$ cat config.mk
export PLATFORM = sky130hd
export DESIGN_NAME = mem_arbiter
export DESIGN_NICKNAME = d
export VERILOG_FILES = /design/src/rtl/mem_arbiter.sv
export SDC_FILE = /design/constraint.sdc
export NUM_CORES = 1
export LEC_CHECK = 0
export CORE_MARGIN = 2
export CORE_UTILIZATION = 25
export DETAILED_ROUTE_END_ITERATION = 16
export GPL_TIMING_DRIVEN = 1
export PLACE_DENSITY = 0.65
export SKIP_CTS_REPAIR_TIMING = 1
export SYNTH_ARGS = -nofsm -noshare
export SYNTH_HDL_FRONTEND = slang
export SYNTH_SLANG_ARGS = --single-unit
$ cat constraint.sdc
create_clock -name clock -period 2.7 [get_ports clock]
set_input_delay 0.27 -clock clock [delete_from_list [all_inputs] [get_ports clock]]
set_output_delay 0.27 -clock clock [all_outputs]
set_load 0.03 [all_outputs]
$ cat src/rtl/mem_arbiter.sv
// Arbiter that shares one word-wide memory between a read-only fetch port and a
// read/write data port. Read bursts are split into word beats; data has priority.
//
// state | meaning
// IDLE  | no transfer; grants decided combinationally when memory is not busy
// XFER  | issuing beats of the latched request until the last beat is accepted
module mem_arbiter #(
    parameter int STARVE_LIMIT = 4
) (
    input  logic        clock,
    input  logic        reset_n,

    input  logic        i_req,
    input  logic [31:0] i_address,
    input  logic [1:0]  i_access_size,
    output logic        i_gnt,
    output logic        i_rvalid,
    output logic [31:0] i_rdata,

    input  logic        d_req,
    input  logic        d_rw,
    input  logic [31:0] d_address,
    input  logic [31:0] d_data_in,
    input  logic [1:0]  d_access_size,
    output logic        d_gnt,
    output logic        d_rvalid,
    output logic [31:0] d_rdata,

    output logic [31:0] m_address,
    output logic [31:0] m_data_in,
    output logic [1:0]  m_access_size,
    output logic        m_rw,
    output logic        m_enable,
    input  logic        m_busy,
    input  logic [31:0] m_data_out
);

    localparam int SW = $clog2(STARVE_LIMIT + 1);
    localparam logic [SW-1:0] LIMIT = SW'(STARVE_LIMIT);

    typedef enum logic {
        IDLE = 1'b0,
        XFER = 1'b1
    } state_t;

    state_t         state_q, state_d;
    logic           owner_q, owner_d;        // 1 = data port owns the transfer
    logic           rw_q, rw_d;
    logic [31:0]    base_q, base_d;
    logic [31:0]    wdata_q, wdata_d;
    logic [3:0]     last_q, last_d;
    logic [3:0]     beat_q, beat_d;
    logic           rd_flag_q, rd_flag_d;
    logic           rd_owner_q, rd_owner_d;
    logic [SW-1:0]  starve_q, starve_d;

    logic           gnt_data;
    logic           gnt_fetch;

    function automatic logic [3:0] last_beat(input logic [1:0] size);
        logic [3:0] n;
        case (size)
            2'b00:   n = 4'd0;
            2'b01:   n = 4'd3;
            2'b10:   n = 4'd7;
            default: n = 4'd15;
        endcase
        return n;
    endfunction

    always_comb begin
        state_d    = state_q;
        owner_d    = owner_q;
        rw_d       = rw_q;
        base_d     = base_q;
        wdata_d    = wdata_q;
        last_d     = last_q;
        beat_d     = beat_q;
        rd_flag_d  = 1'b0;
        rd_owner_d = rd_owner_q;
        gnt_data   = 1'b0;
        gnt_fetch  = 1'b0;
        m_enable   = 1'b0;
        m_address  = 32'd0;
        m_data_in  = 32'd0;
        m_rw       = 1'b1;

        case (state_q)
            IDLE: begin
                // Grants are combinational, so they must be suppressed while reset is held.
                if (reset_n && !m_busy) begin
                    if (d_req && (!i_req || (starve_q < LIMIT))) begin
                        gnt_data = 1'b1;
                    end else if (i_req) begin
                        gnt_fetch = 1'b1;
                    end
                end
                if (gnt_data) begin
                    state_d = XFER;
                    owner_d = 1'b1;
                    rw_d    = d_rw;
                    base_d  = d_address;
                    wdata_d = d_data_in;
                    last_d  = d_rw ? last_beat(d_access_size) : 4'd0;
                    beat_d  = 4'd0;
                end else if (gnt_fetch) begin
                    state_d = XFER;
                    owner_d = 1'b0;
                    rw_d    = 1'b1;
                    base_d  = i_address;
                    wdata_d = 32'd0;
                    last_d  = last_beat(i_access_size);
                    beat_d  = 4'd0;
                end
            end
            XFER: begin
                m_enable  = 1'b1;
                m_address = base_q + {26'd0, beat_q, 2'b00};
                m_rw      = rw_q;
                m_data_in = wdata_q;
                if (!m_busy) begin
                    rd_flag_d  = rw_q;
                    rd_owner_d = owner_q;
                    if (beat_q == last_q) begin
                        state_d = IDLE;
                        beat_d  = 4'd0;
                    end else begin
                        beat_d  = beat_q + 4'd1;
                    end
                end
            end
            default: state_d = IDLE;
        endcase

        // Counts data wins against a waiting fetch; any fetch grant or idle fetch port resets it.
        if (!i_req || gnt_fetch) begin
            starve_d = '0;
        end else if (gnt_data && (starve_q < LIMIT)) begin
            starve_d = starve_q + SW'(1);
        end else begin
            starve_d = starve_q;
        end
    end

    always_ff @(posedge clock or negedge reset_n) begin
        if (!reset_n) begin
            state_q    <= IDLE;
            owner_q    <= 1'b0;
            rw_q       <= 1'b1;
            base_q     <= 32'd0;
            wdata_q    <= 32'd0;
            last_q     <= 4'd0;
            beat_q     <= 4'd0;
            rd_flag_q  <= 1'b0;
            rd_owner_q <= 1'b0;
            starve_q   <= '0;
        end else begin
            state_q    <= state_d;
            owner_q    <= owner_d;
            rw_q       <= rw_d;
            base_q     <= base_d;
            wdata_q    <= wdata_d;
            last_q     <= last_d;
            beat_q     <= beat_d;
            rd_flag_q  <= rd_flag_d;
            rd_owner_q <= rd_owner_d;
            starve_q   <= starve_d;
        end
    end

    assign i_gnt         = gnt_fetch;
    assign d_gnt         = gnt_data;
    assign i_rvalid      = rd_flag_q & ~rd_owner_q;
    assign d_rvalid      = rd_flag_q & rd_owner_q;
    assign i_rdata       = i_rvalid ? m_data_out : 32'd0;
    assign d_rdata       = d_rvalid ? m_data_out : 32'd0;
    assign m_access_size = 2'b00;

endmodule

# Word-level counts from Yosys, hierarchy flattened
# Cells that the tools add are included.
[op_classes]
addsub = 3
mul = 0
div_mod_pow = 0
order_cmp = 1
eq_ne = 7
shift = 0
n_mux = 42
n_bitwise = 5
reduce_logical = 14
[ops]
columns = ["operator", "n"]
rows = [
  ["$mux 32", 8],
  ["$add 32x6->32", 1],
  ["$mux 4", 7],
  ["$pmux 4 s3", 2],
  ["$mux 1", 21],
  ["$pmux 4 s2", 1],
  ["$mux 3", 2],
  ["$reduce_and 2->1", 3],
  ["$add 4x1->4 const B", 1],
  ["$eq 2x1->1 const B", 2],
  ["$eq 2x2->1 const B", 2],
  ["$eq 4x4->1", 1],
  ["$logic_not 2->1", 2],
  ["$reduce_bool 2->1", 2],
  ["$add 3x1->3 const B", 1],
  ["$logic_and 1x1->1", 3],
  ["$lt 3x3->1 const B", 1],
  ["$ne 3x3->1 const B", 1],
  ["$not 1->1", 3],
  ["$and 1x1->1", 2],
  ["$logic_not 1->1", 2],
  ["$logic_or 1x1->1", 2],
  ["$ne 2x2->1 const B", 1],
  ["$pmux 1 s2", 1],
]
[totals]
ff_bits = 80
latchBits = 0
ram_bits = 0
rom_bits = 0
wordCells = 82
n_memories = 0

# Depth between registers and ports, before layout
# Gate-level depths: netlist of run 1.
[depth]
depth_word = 10
depth_mapped = 8
mapped_depth_nobuf = 7

# Least setup slack after synthesis of run 1
# OpenSTA, ideal clock, no wires.
[synth_path]
kind = "reg-to-output"
start = "register beat_q[0]"
end = "output m_address[22]"
t_arrival_ns = 2.453
slack_ns = -0.023
path_stages_with_launch = 8
path_buffers = 0
path_cell_list = "dfrtp_1 > ha_1 > inv_1 > fa_1 > and2b_1 > o21ai_1 > or4_1 > a21oi_1"
[synth_via]
elab_chain_cells = 2
[synth_lines]
columns = ["element", "line", "text"]
rows = [
  ["from (decl)", "52", "logic [3:0] beat_q, beat_d;"],
  ["from (signal assigned)", "164", "beat_q <= beat_d;"],
  ["$add 32x6->32", "118", "m_address = base_q + {26'd0, beat_q, 2'b00};"],
  ["$mux 32", "88", "case (state_q)"],
  ["to (decl)", "29", "output logic [31:0] m_address,"],
]
# Every way passes these cells.

# Final worst setup path of run 1
[layout_path]
start = "register beat_q[0]"
end = "output m_address[26]"
# Same word-level chain as after synthesis.

==> Implementation_results.wiki, run 1 <==
{| class="wikitable"
! Metric !! Value
|-
| Clk Latency, worst-skew pair || 0.34 ns
|-
| Proportion of register bits with asynchronous set or reset after synthesis || 100%
|-
| Total number of vias || 5009
|-
| Overall Power || 0.00858 W
|-
| Routed wirelength normalized by instance count || 16.0 um
|-
| Reg power frac || between 20% and 30%
|-
| Tightest slew margin relative to the limit || a little under three fifths
|-
| Cell-internal power || around 0.0047 W
|-
| Critical Setup Path Class || flip-flop to output port
|-
| Register bit total from synthesis || 79
|-
| Clock sink count || 79
|-
| Max-slew violation count || 0
|-
| Wire length of the first global-routing pass || 25700 um
|-
| Leakage dissipation || 3.89 nW
|-
| Buffers from clock root to sink, at most || 2
|-
| Peak fanout along the critical path || 6
|-
| Vias/cell || 4.60
|-
| Area used by multi-input combinational logic || 0.00296 mm2
|-
| Mean area per synthesized cell || 9.10 um2
|-
| Standard cell core area || 0.0195 mm2
|-
| Final setup violation count || 8
|-
| Worst Max-Slew Pin Slew || 0.674 ns
|-
| Ordered cell list for the critical path || ha_4 > inv_2 > fa_2 > and2b_4 > o211ai_4 > or4_1 > a21oi_1 > buf_4
|-
| Final net count || 964
|-
| Number of enable flip-flop cells after synthesis || 0
|-
| Min Clock Period, post-route || 2.79 ns
|-
| GRT Residual Overflow || 0
|-
| IR Drop Worst-Case VDD || 0.436 mV
|-
| Worst hold path type || input pin to asynchronous set/reset pin
|-
| Cell area after synthesis || between 0.004 and 0.005 mm2
|-
| Clock root buffer master || sky130_fd_sc_hd__clkbuf_16
|-
| CTS tree || built
|-
| Top library cells by usage in the layout, fill and taps aside || 206 x sky130_fd_sc_hd__clkdlybuf4s50_1, 78 x sky130_fd_sc_hd__dfrtp_1, 72 x sky130_fd_sc_hd__buf_4, 71 x sky130_fd_sc_hd__and2_1, 50 x sky130_fd_sc_hd__nand2_1
|-
| Biggest cell delay along the critical path || 0.52 ns
|-
| Number of nets with antenna violations after detailed routing || 0
|-
| Cells after Synth || 544
|-
| Rows || just over 50
|-
| Level count of the clock H-tree || 3
|-
| Number of DRC violations after detailed routing || 0
|-
| Share of synthesized area occupied by flip-flops and latches || 39.9%
|-
| Ratio of total power to cell area || roughly 1000 mW/mm2
|-
| Count of distinct cell types in the synthesized netlist || 55
|-
| Final hold violation count || 0
|-
| Hold slack final || about 0.034 ns
|-
| Storage cell area || 0.00198 mm2
|-
| Unrepaired setup endpoints after global routing || true
|-
| Violated checks || setup timing
|-
| Most common cell after layout, fill and taps aside || sky130_fd_sc_hd__clkdlybuf4s50_1
|-
| Proportion of total power due to net switching || 45.1%
|-
| Effective utilization at floorplan || 25.4%
|-
| Weighted congestion at the end of routability-driven global placement || 0.756
|-
| Yosys warning count || 0
|-
| First-pass DRT Iterations || 4
|-
| Crit share post-route || 103%
|-
| Antenna violations before repair || 0
|-
| Switching component of the power || ~0.0039 W
|-
| Max_cap viols || 0
|-
| Share of power burned in combinational logic || between 60% and 70%
|-
| Routed WL || approximately 17000 um
|-
| DR iter-0 viols || 281
|-
| Portion of total power attributed to the clock network || 13.8%
|-
| End-of-flow core utilization || 44.1%
|-
| Arrival time worst endpoint || 2.52 ns
|-
| Total global-route track usage || 15.8%
|-
| Quantity of I/O buffers inserted on ports || 271
|-
| Die extent in x || 145 um
|-
| Area enclosed by the die boundary || 0.0210 mm2
|-
| Result of the run || complete, but fails checks
|-
| Fill cell instance count of the final layout || 1904
|-
| Count of antenna diodes in the layout || 0
|-
| Pin count of the biggest net entering global routing || 77
|-
| Clock slew seen by the registers of the worst setup and hold paths || 0.06 ns
|-
| Number of standard cells in the layout, taps in and fillers out || 1089
|-
| Sum of net half-perimeters after detailed placement || roughly 13000 um
|-
| Max Clk Rate || 359 MHz
|-
| Vias in the first global route || around 4.7k
|-
| Startpoint type of the worst setup path || flip-flop
|-
| Total instance count after detailed placement || 1062
|-
| Req. time, crit path || around 2.4 ns
|-
| Number of top-level pins || 274
|-
| Die boundary height || 145 um
|-
| Cts bufs inserted || 9
|-
| Dominant register cell in the synthesized netlist || sky130_fd_sc_hd__dfrtp_1
|-
| Clock Skews || 0.0114 ns
|-
| Worst slack after detailed placement || 0.0717 ns
|-
| Highest-delay cell along the critical path || sky130_fd_sc_hd__or4_1
|-
| Area added between synthesis and finish || 73.2%
|-
| Crit path capture type || output port
|-
| Layout cells sized above 1 || 19.8%
|-
| Final worst slack || -0.0869 ns
|}
-- power groups by stage --
stage | clock (W) | combinational (W) | sequential [W]
floorplan | 0 | 0.00273 | 0.00195
global placement | 0 | 0.00487 | 0.00204
detailed placement | 0 | 0.00489 | 0.00204
CTS | 0.00124 | 0.00490 | 0.00203
global route | 0.00128 | 0.00571 | 0.00214
finish | 0.00119 | 0.00532 | 0.00207
-- sequential cells by signal (all words and copies together) (netlist names) --
name	flops
rw_q	1
last_q	3
state_q	1
owner_q	1
base_q	32
starve_q	3
wdata_q	32
rd_owner_q	1
rd_flag_q	1
beat_q	4
-- worst max-delay path, delay by kind of cell (launching register included) --
kind                       cells  cell delay [ns]
DFF                            1             0.39
and+or+nand+nor                2             0.84
adders and majority gates      2             0.48
AOI/OAI and AO/OA              2             0.26
buffers and inverters          2             0.21
-- routing by layer --
metal / GRT usage, % / vias to the layer above / share of wire, %
met5: 0 / - / 0
met4: 3.83 / 0 / 1.1
met3: 5.79 / 11 / 8.1
met2: 25.3 / 154 / 48
met1: 20.3 / 2334 / 42
li1: - / 2510 / -
-- area by class of cell --
type	instances	share of cell area, %
Timing Repair Buffer	304	34.8
Multi-Input combinational cell	416	34.5
Sequential cell	79	23.1
Tap cell	265	3.86
Clock buffer	11	2.95
Clock inverter	5	0.467
Inverter	9	0.394
-- worst paths after layout --
| path | from | to | slack [ns] | cells past startpoint |
|---|---|---|---|---|
| min | reset_n | starve_q[2]$_DFFE_PN0P_ | 0.03 | 2 |
| max reg2reg | state_q$_DFF_PN0_ | last_q[3]$_DFFE_PN0P_ | 0.79 | 5 |
| max in group asynchronous | reset_n | last_q[2]$_DFFE_PN0P_ | 2.29 | 2 |
| min in group clock | base_q[0]$_DFFE_PN0P_ | base_q[0]$_DFFE_PN0P_ | 0.48 | 2 |
| max | beat_q[0]$_DFFE_PN0P_ | m_address[26] | -0.09 | 8 |
| min reg2reg | base_q[0]$_DFFE_PN0P_ | base_q[0]$_DFFE_PN0P_ | 0.48 | 2 |
-- logic make-up after synthesis --
| logic type | share of synthesized area (%) |
|---|---|
| AO/OA/AOI/OAI | 17.8 |
| AND/OR/NAND/NOR | 26.9 |
| adder cells (fa/ha/maj) | 1.92 |
| buffers and inverters | 4.78 |
| flip-flops | 39.9 |
| other | 0.0757 |
| multiplexers | 7.76 |
| XOR/XNOR | 0.884 |
-- through the flow --
stage	setup TNS [ns]	area, um2
detailed placement	0	7960
global placement	0	7960
CTS	-2.66	8250
finish	-0.346	8580
floorplan	0	4960
global route	-1.32	8580
-- Yosys cell counts (4+ instances only) --
cell type	count	area, um2
sky130_fd_sc_hd__a21oi_1	25	125
sky130_fd_sc_hd__a22o_1	33	289
sky130_fd_sc_hd__and2_1	71	444
sky130_fd_sc_hd__and3_1	35	219
sky130_fd_sc_hd__buf_2	12	60.1
sky130_fd_sc_hd__buf_4	4	30.0
sky130_fd_sc_hd__clkbuf_1	23	86.3
sky130_fd_sc_hd__dfrtp_1	78	1950
sky130_fd_sc_hd__ha_1	6	75.1
sky130_fd_sc_hd__inv_1	9	33.8
sky130_fd_sc_hd__mux2i_1	35	350
sky130_fd_sc_hd__nand2_1	50	188
sky130_fd_sc_hd__nand3_1	8	40.0
sky130_fd_sc_hd__nand4_1	5	31.3
sky130_fd_sc_hd__nor2_1	8	30.0
sky130_fd_sc_hd__nor2b_1	4	25.0
sky130_fd_sc_hd__o21ai_0	49	245
sky130_fd_sc_hd__o31ai_1	13	97.6
sky130_fd_sc_hd__or2_2	4	25.0
sky130_fd_sc_hd__or3_1	10	62.6
sky130_fd_sc_hd__or4_1	13	97.6
Note: power is estimated with default switching activity, not from simulation.
==> run 2: changes to the inputs <==
CTS_CLUSTER_DIAMETER = 150   (was not set)
PLACE_DENSITY = 0.67   (was 0.65)
clock period = 2.3 ns   (was 2.7 ns; I/O delays follow)
==> Implementation_results.wiki, run 2 (same netlist as run 1, synthesis figures left out) <==
{| class="wikitable"
! Metric !! Value
|-
| Result of the run || complete, but fails checks (unchanged)
|-
| Violated checks || setup timing (unchanged)
|-
| Max_cap viols || 0 (unchanged)
|-
| Levels on crit path || 8 (unchanged)
|-
| Crit share post-route || 119%
|-
| Leakage dissipation || 4.03 nW (was 3.89 nW)
|-
| Area enclosed by the die boundary || 0.0210 mm2 (unchanged)
|-
| Share of power burned in combinational logic || 62.8% (was 62.0%)
|-
| Vias in the first global route || 4800 (was 4667)
|-
| Number of top-level pins || 274 (unchanged)
|-
| Highest-delay cell along the critical path || sky130_fd_sc_hd__or4_4 (was sky130_fd_sc_hd__or4_1)
|-
| Final std cell area, no fill || 0.00893 mm2 (was 0.00858 mm2)
|-
| Effective utilization at floorplan || 25.4% (unchanged)
|-
| DR iter-0 viols || 243 (was 281)
|-
| Peak fanout along the critical path || 8 (was 6)
|-
| Family with the most delay on the worst path || simple AND/OR/NAND/NOR gates (unchanged)
|-
| Ordered cell list for the critical path || ha_2 > inv_2 > fa_2 > and2b_4 > o211ai_4 > or4_4 > a21oi_4 > buf_6 (was ha_4 > inv_2 > fa_2 > and2b_4 > o211ai_4 > or4_1 > a21oi_1 > buf_4)
|-
| Final setup violation count || 27 (was 8)
|-
| Sum of buffers and inverters on the critical path || 2 (unchanged)
|-
| Routed WL || 17700 um (was 17400 um)
|-
| Min Clock Period, post-route || between 2 and 3 ns
|-
| Clock Skews || 0.00614 ns (was 0.0114 ns)
|-
| Antenna violations before repair || 0 (unchanged)
|-
| Sum of net half-perimeters after detailed placement || 12900 um (was 12600 um)
|-
| Buffers from clock root to sink, at most || 2 (unchanged)
|-
| Source of the worst hold timing path || d_data_in[9]
|-
| Count of antenna diodes in the layout || 0 (unchanged)
|-
| Final hold violation count || 0 (unchanged)
|-
| Met1 layer usage reported by global route || 20.7% (was 20.3%)
|-
| Met2 Track Usage GR || 25.6% (was 25.3%)
|-
| Number of DRC violations after detailed routing || 0 (unchanged)
|-
| Total global-route track usage || 15.8% (about the same)
|-
| Startpoint type of the worst setup path || flip-flop (unchanged)
|-
| Critical R2R Capture || wdata_q[25]$_DFFE_PN0P_ (was last_q[3]$_DFFE_PN0P_)
|-
| Rows || 51 (unchanged)
|-
| Clock slew seen by the registers of the worst setup and hold paths || 0.06 ns (about the same)
|-
| Worst Max-Slew Pin Slew || 0.750 ns (was 0.674 ns)
|-
| Max Clk Rate || 364 MHz
|-
| Level count of the clock H-tree || 3 (unchanged)
|-
| Reg power frac || 22.7% (was 24.1%)
|-
| Tightest slew margin relative to the limit || 49.8% (was 55.0%)
|-
| Proportion of total power due to net switching || 44.5% (was 45.1%)
|-
| Max-slew violation count || 0 (unchanged)
|-
| Clock sink count || 79 (unchanged)
|-
| Unrepaired setup endpoints after global routing || true (unchanged)
|-
| Clock root buffer master || sky130_fd_sc_hd__clkbuf_16 (unchanged)
|-
| Most common cell after layout, fill and taps aside || sky130_fd_sc_hd__clkdlybuf4s50_1 (unchanged)
|-
| Total number of vias || 5105 (was 5009)
|-
| Arrival time worst endpoint || 2.51 ns (was 2.52 ns)
|-
| Pin count of the biggest net entering global routing || 67 (was 77)
|-
| Quantity of I/O buffers inserted on ports || 271 (unchanged)
|-
| IR Drop Worst-Case VDD || 0.467 mV (was 0.436 mV)
|-
| Fill cell instance count of the final layout || 1829 (was 1904)
|-
| Cts bufs inserted || 9 (unchanged)
|-
| Register-to-register setup slack || 0.67 ns (was 0.79 ns)
|-
| Req. time, crit path || 2.07 ns (was 2.43 ns)
|-
| Timing endpoint of the critical path || m_address[26] (unchanged)
|-
| Vias/cell || 4.62 (was 4.60)
|-
| Cells on worst reg2reg path || 7 (was 5)
|-
| Ratio of total power to cell area || 1180 mW/mm2 (was 1000 mW/mm2)
|-
| Instance area at placement || 0.00823 mm2 (was 0.00796 mm2)
|-
| Worst hold path type || input pin to flip-flop (was input pin to asynchronous set/reset pin)
|-
| Weighted congestion at the end of routability-driven global placement || 0.855 (was 0.756)
|-
| Portion of total power attributed to the clock network || 14.5% (was 13.8%)
|-
| Top library cells by usage in the layout, fill and taps aside || 204 x sky130_fd_sc_hd__clkdlybuf4s50_1, 81 x sky130_fd_sc_hd__buf_4, 77 x sky130_fd_sc_hd__dfrtp_1, 71 x sky130_fd_sc_hd__and2_1, 50 x sky130_fd_sc_hd__nand2_1 (was 206 x sky130_fd_sc_hd__clkdlybuf4s50_1, 78 x sky130_fd_sc_hd__dfrtp_1, 72 x sky130_fd_sc_hd__buf_4, 71 x sky130_fd_sc_hd__and2_1, 50 x sky130_fd_sc_hd__nand2_1)
|-
| Die extent in x || 145 um (unchanged)
|-
| CTS tree || built (unchanged)
|-
| Final net count || 979 (was 964)
|-
| Biggest cell delay along the critical path || 0.52 ns (about the same)
|-
| Total instance count after detailed placement || 1079 (was 1062)
|-
| Crit path capture type || output port (unchanged)
|-
| Hold slack final || 0.480 ns (was 0.0344 ns)
|-
| Highest-utilization routing layer at the global route stage || met2 (unchanged)
|-
| Number of nets with antenna violations after detailed routing || 0 (unchanged)
|-
| Cell-internal power || 0.00585 W (was 0.00471 W)
|-
| Switching component of the power || 0.00469 W (was 0.00387 W)
|-
| Final worst slack || -0.444 ns (was -0.0869 ns)
|-
| Hold path cells || 2
|-
| Worst setup path startpoint || beat_q[0]$_DFFE_PN0P_ (unchanged)
|-
| Number of standard cells in the layout, taps in and fillers out || 1104 (was 1089)
|-
| GRT Residual Overflow || 0 (unchanged)
|-
| Top flop regs || base_q x32, wdata_q x32, beat_q x4 (unchanged)
|-
| First-pass DRT Iterations || 4 (unchanged)
|-
| Area added between synthesis and finish || 80.3% (was 73.2%)
|-
| Layout cells sized above 1 || 24.9% (was 19.8%)
|-
| Global-route met3 utilization || 4.97% (was 5.79%)
|-
| Standard cell core area || 0.0195 mm2 (unchanged)
|-
| Wire length of the first global-routing pass || 25900 um (was 25700 um)
|-
| Routed wirelength normalized by instance count || 16.0 um (about the same)
|-
| Die boundary height || 145 um (unchanged)
|-
| Worst reg2reg path startpoint || state_q$_DFF_PN0_ (unchanged)
|-
| Critical Setup Path Class || flip-flop to output port (unchanged)
|-
| Clk Latency, worst-skew pair || 0.34 ns (about the same)
|}
==> run 2: worst min-delay path by stage <==
stage                                    endpoint  slack (ns)
after detailed placement   wdata_q[1]$_DFFE_PN0P_        0.14
final                      wdata_q[9]$_DFFE_PN0P_        0.48
after CTS                  wdata_q[1]$_DFFE_PN0P_       -0.24
after global routing      wdata_q[19]$_DFFE_PN0P_        0.47
after floorplan             base_q[0]$_DFFE_PN0P_       -0.07
after global placement      last_q[3]$_DFFE_PN0P_        0.14
==> run 2: cell type report <==
cell class	instances	area [um2]	share of cell area, %
well taps	265	332	3.71
flip-flops and latches	79	1980	22.2
inverters	9	33.8	0.378
repair buffers	320	3130	35.1
clock buffers	12	267	2.98
clock inverters	4	51.3	0.575
multi-input cells	415	3140	35.1
==> run 2: layer usage <==
metal / vias to the layer above / wire, um
met5: - / 0
met1: 2406 / 7960
met2: 139 / 8300
met3: 17 / 1190
met4: 0 / 206
li1: 2543 / -
==> run 2: worst reg2reg max path: stages (launching register included) <==
cell,delay (ns)
sky130_fd_sc_hd__dfrtp_2,0.49
sky130_fd_sc_hd__nor3b_1,0.20
sky130_fd_sc_hd__buf_4,0.16
sky130_fd_sc_hd__o21ai_4,0.08
sky130_fd_sc_hd__nor2_2,0.10
sky130_fd_sc_hd__buf_4,0.21
sky130_fd_sc_hd__buf_4,0.20
sky130_fd_sc_hd__a22o_1,0.14
==> run 2: power by group through the flow <==
stage	combinational, W	sequential [W]	clock [W]
after global placement	0.00592	0.00235	0
final	0.00662	0.00240	0.00152
after global routing	0.00706	0.00248	0.00165
after CTS	0.00598	0.00235	0.00157
after floorplan	0.00347	0.00229	0
after detailed placement	0.00597	0.00236	0
==> run 2: metrics by stage <==
step	TNS [ns]	total power [W]	util [%]	worst slack, ns
global placement	-0.276	0.00827	42.3	-0.0996
CTS	-8.31	0.00990	43.9	-0.508
global route	-10.88	0.0112	45.9	-0.537
floorplan	-0.0900	0.00577	-	-0.0337
detailed placement	-0.543	0.00833	42.3	-0.130
finish	-8.50	0.0105	45.9	-0.444
==> run 3: changes to the inputs <==
CORE_MARGIN = not set   (was 2)
CTS_CLUSTER_SIZE = 28   (was not set)
==> Implementation_results.wiki, run 3 (same netlist as run 1, synthesis figures left out) <==
{| class="wikitable"
! Metric !! Value
|-
| IR Drop Worst-Case VDD || 0.539 mV (was 0.467 mV)
|-
| Startpoint type of the worst setup path || flip-flop (unchanged)
|-
| Worst hold path type || flip-flop to flip-flop (was input pin to flip-flop)
|-
| Level count of the clock H-tree || 3 (unchanged)
|-
| Number of top-level pins || 274 (unchanged)
|-
| Rows || 51 (unchanged)
|-
| Tightest slew margin relative to the limit || 52.8% (was 49.8%)
|-
| Overall Power || 0.0107 W (was 0.0105 W)
|-
| Crit share post-route || 120% (was 119%)
|-
| Final setup violation count || 26 (was 27)
|-
| Antenna violations before repair || 0 (unchanged)
|-
| Source of the worst hold timing path || base_q[0]$_DFFE_PN0P_ (was d_data_in[9])
|-
| Unrepaired setup endpoints after global routing || true (unchanged)
|-
| Sum of net half-perimeters after detailed placement || 12800 um (was 12900 um)
|-
| Worst reg2reg path startpoint || state_q$_DFF_PN0_ (unchanged)
|-
| Layout cells sized above 1 || 25.7% (was 24.9%)
|-
| Vias in the first global route || 4773 (was 4800)
|-
| Req. time, crit path || 2.07 ns (about the same)
|-
| Fill cell instance count of the final layout || 1847 (was 1829)
|-
| Count of antenna diodes in the layout || 0 (unchanged)
|-
| Ratio of total power to cell area || 1190 mW/mm2 (was 1180 mW/mm2)
|-
| Pin count of the biggest net entering global routing || 75 (was 67)
|-
| Final worst slack || -0.452 ns (was -0.444 ns)
|-
| Cells on worst reg2reg path || 4 (was 7)
|-
| Final sum of negative setup slack || -7.87 ns (was -8.50 ns)
|-
| Result of the run || complete, but fails checks (unchanged)
|-
| Area used by multi-input combinational logic || 0.00318 mm2 (was 0.00314 mm2)
|-
| Worst Max-Slew Pin Slew || 0.706 ns (was 0.750 ns)
|-
| Leakage dissipation || 4.06 nW (was 4.03 nW)
|-
| Critical Setup Path Class || flip-flop to output port (unchanged)
|-
| Hold slack final || 0.475 ns (was 0.480 ns)
|-
| Min Clock Period, post-route || 2.75 ns (was 2.74 ns)
|-
| Top library cells by usage in the layout, fill and taps aside || 200 x sky130_fd_sc_hd__clkdlybuf4s50_1, 85 x sky130_fd_sc_hd__buf_4, 78 x sky130_fd_sc_hd__dfrtp_1, 71 x sky130_fd_sc_hd__and2_1, 50 x sky130_fd_sc_hd__nand2_1 (was 204 x sky130_fd_sc_hd__clkdlybuf4s50_1, 81 x sky130_fd_sc_hd__buf_4, 77 x sky130_fd_sc_hd__dfrtp_1, 71 x sky130_fd_sc_hd__and2_1, 50 x sky130_fd_sc_hd__nand2_1)
|-
| Register-to-register setup slack || 0.51 ns (was 0.67 ns)
|-
| Buffers from clock root to sink, at most || 2 (unchanged)
|-
| Standard cell core area || 0.0195 mm2 (unchanged)
|-
| First-pass DRT Iterations || 6 (was 4)
|-
| Hold EP || base_q[0]$_DFFE_PN0P_ (was wdata_q[9]$_DFFE_PN0P_)
|-
| Clock slew seen by the registers of the worst setup and hold paths || 0.06 ns (about the same)
|-
| Arrival time worst endpoint || 2.52 ns (was 2.51 ns)
|-
| Final hold violation count || 0 (unchanged)
|-
| Violated checks || setup timing (unchanged)
|-
| Peak fanout along the critical path || 5 (was 8)
|-
| Effective utilization at floorplan || 25.4% (unchanged)
|-
| Final net count || 982 (was 979)
|-
| Clock sink count || 79 (unchanged)
|-
| Weighted congestion at the end of routability-driven global placement || 0.791 (was 0.855)
|-
| GRT Residual Overflow || 0 (unchanged)
|-
| Critical R2R Capture || beat_q[3]$_DFFE_PN0P_ (was wdata_q[25]$_DFFE_PN0P_)
|-
| Vias/cell || 4.59 (was 4.62)
|-
| Clock root buffer master || sky130_fd_sc_hd__clkbuf_16 (unchanged)
|-
| Number of DRC violations after detailed routing || 0 (unchanged)
|-
| Total number of vias || 5085 (was 5105)
|-
| Worst slack after detailed placement || -0.0869 ns (was -0.130 ns)
|-
| Most common cell after layout, fill and taps aside || sky130_fd_sc_hd__clkdlybuf4s50_1 (unchanged)
|-
| Crit path capture type || output port (unchanged)
|-
| Wire length of the first global-routing pass || 26000 um (was 25900 um)
|-
| Max Clk Rate || 363 MHz (was 364 MHz)
|-
| Die boundary height || 143 um (was 145 um)
|-
| Clk Latency, worst-skew pair || 0.34 ns (about the same)
|-
| CTS tree || built (unchanged)
|-
| Area added between synthesis and finish || 82.2% (was 80.3%)
|-
| Storage cell area || 0.00198 mm2 (about the same)
|-
| Area enclosed by the die boundary || 0.0204 mm2 (was 0.0210 mm2)
|-
| Max-slew violation count || 0 (unchanged)
|-
| Clock Skews || 0.00627 ns (was 0.00614 ns)
|-
| Routed wirelength normalized by instance count || 15.8 um (was 16.0 um)
|-
| Top flop regs || base_q x32, wdata_q x32, beat_q x4 (unchanged)
|-
| Quantity of I/O buffers inserted on ports || 271 (unchanged)
|-
| DR iter-0 viols || 248 (was 243)
|-
| Total global-route track usage || 16.4% (was 15.8%)
|-
| Die extent in x || 143 um (was 145 um)
|-
| Hold path cells || 2 (unchanged)
|-
| Max_cap viols || 0 (unchanged)
|-
| Number of nets with antenna violations after detailed routing || 0 (unchanged)
|-
| Routed WL || 17500 um (was 17700 um)
|-
| Cts bufs inserted || 9 (unchanged)
|}
## run 3: cell types whose count changed in the layout (fill, tap and decap cells not counted), sizes merged
cell           delta
buf               +7
clkdlybuf4s50     -4
bufinv            +1
clkbuf            -1
dlygate4sd3       -1
o211ai            +1
## run 3: worst max-delay path, stage by stage, from the launching register on
cell and delay [ns]:
sky130_fd_sc_hd__dfrtp_1 0.36, sky130_fd_sc_hd__ha_2 0.19, sky130_fd_sc_hd__inv_2 0.04, sky130_fd_sc_hd__fa_2 0.32, sky130_fd_sc_hd__and2b_4 0.32, sky130_fd_sc_hd__o211ai_4 0.14
sky130_fd_sc_hd__buf_4 0.17, sky130_fd_sc_hd__or3_4 0.34, sky130_fd_sc_hd__a21oi_4 0.13, sky130_fd_sc_hd__buf_6 0.15
## run 3: worst max path at each step
stage                     cells after the start                   from       endpoint
after floorplan                               7  beat_q[0]$_DFFE_PN0P_  m_address[22]
after global placement                        9  beat_q[0]$_DFFE_PN0P_  m_address[16]
after detailed placement                      9  beat_q[0]$_DFFE_PN0P_  m_address[16]
after CTS                                     9  beat_q[0]$_DFFE_PN0P_  m_address[16]
after global routing                          9  base_q[2]$_DFFE_PN0P_  m_address[16]
final                                         9  base_q[2]$_DFFE_PN0P_  m_address[16]
## run 3: layout make-up
type / instances / share of cell area (%)
clock buffers: 11 / 2.58
flip-flops and latches: 79 / 21.9
multi-input cells: 416 / 35.3
inverters: 9 / 0.374
well taps: 265 / 3.68
repair buffers: 322 / 35.2
clock inverters: 5 / 0.902
## run 3: stage by stage
stage,util (%),instance area [um2],cells
after global placement,42.6,8280,1081
after CTS,44.2,8600,1097
after global routing,46.4,9020,1107
after floorplan,-,5160,545
after detailed placement,42.6,8280,1081
final,46.4,9020,1107
## run 3: power breakdown
group,internal [W],total [W],switching [W]
clock network,0.000953,0.00154,0.000585
registers,0.00191,0.00241,0.000500
logic,0.00309,0.00675,0.00367
total,0.00594,0.0107,0.00475
## run 3: metal layers
layer,share of wire (%),track usage (%)
met1,44,20.5
met2,49,27.8
met3,6.6,5.23
met4,0.68,3.11
met5,0,0
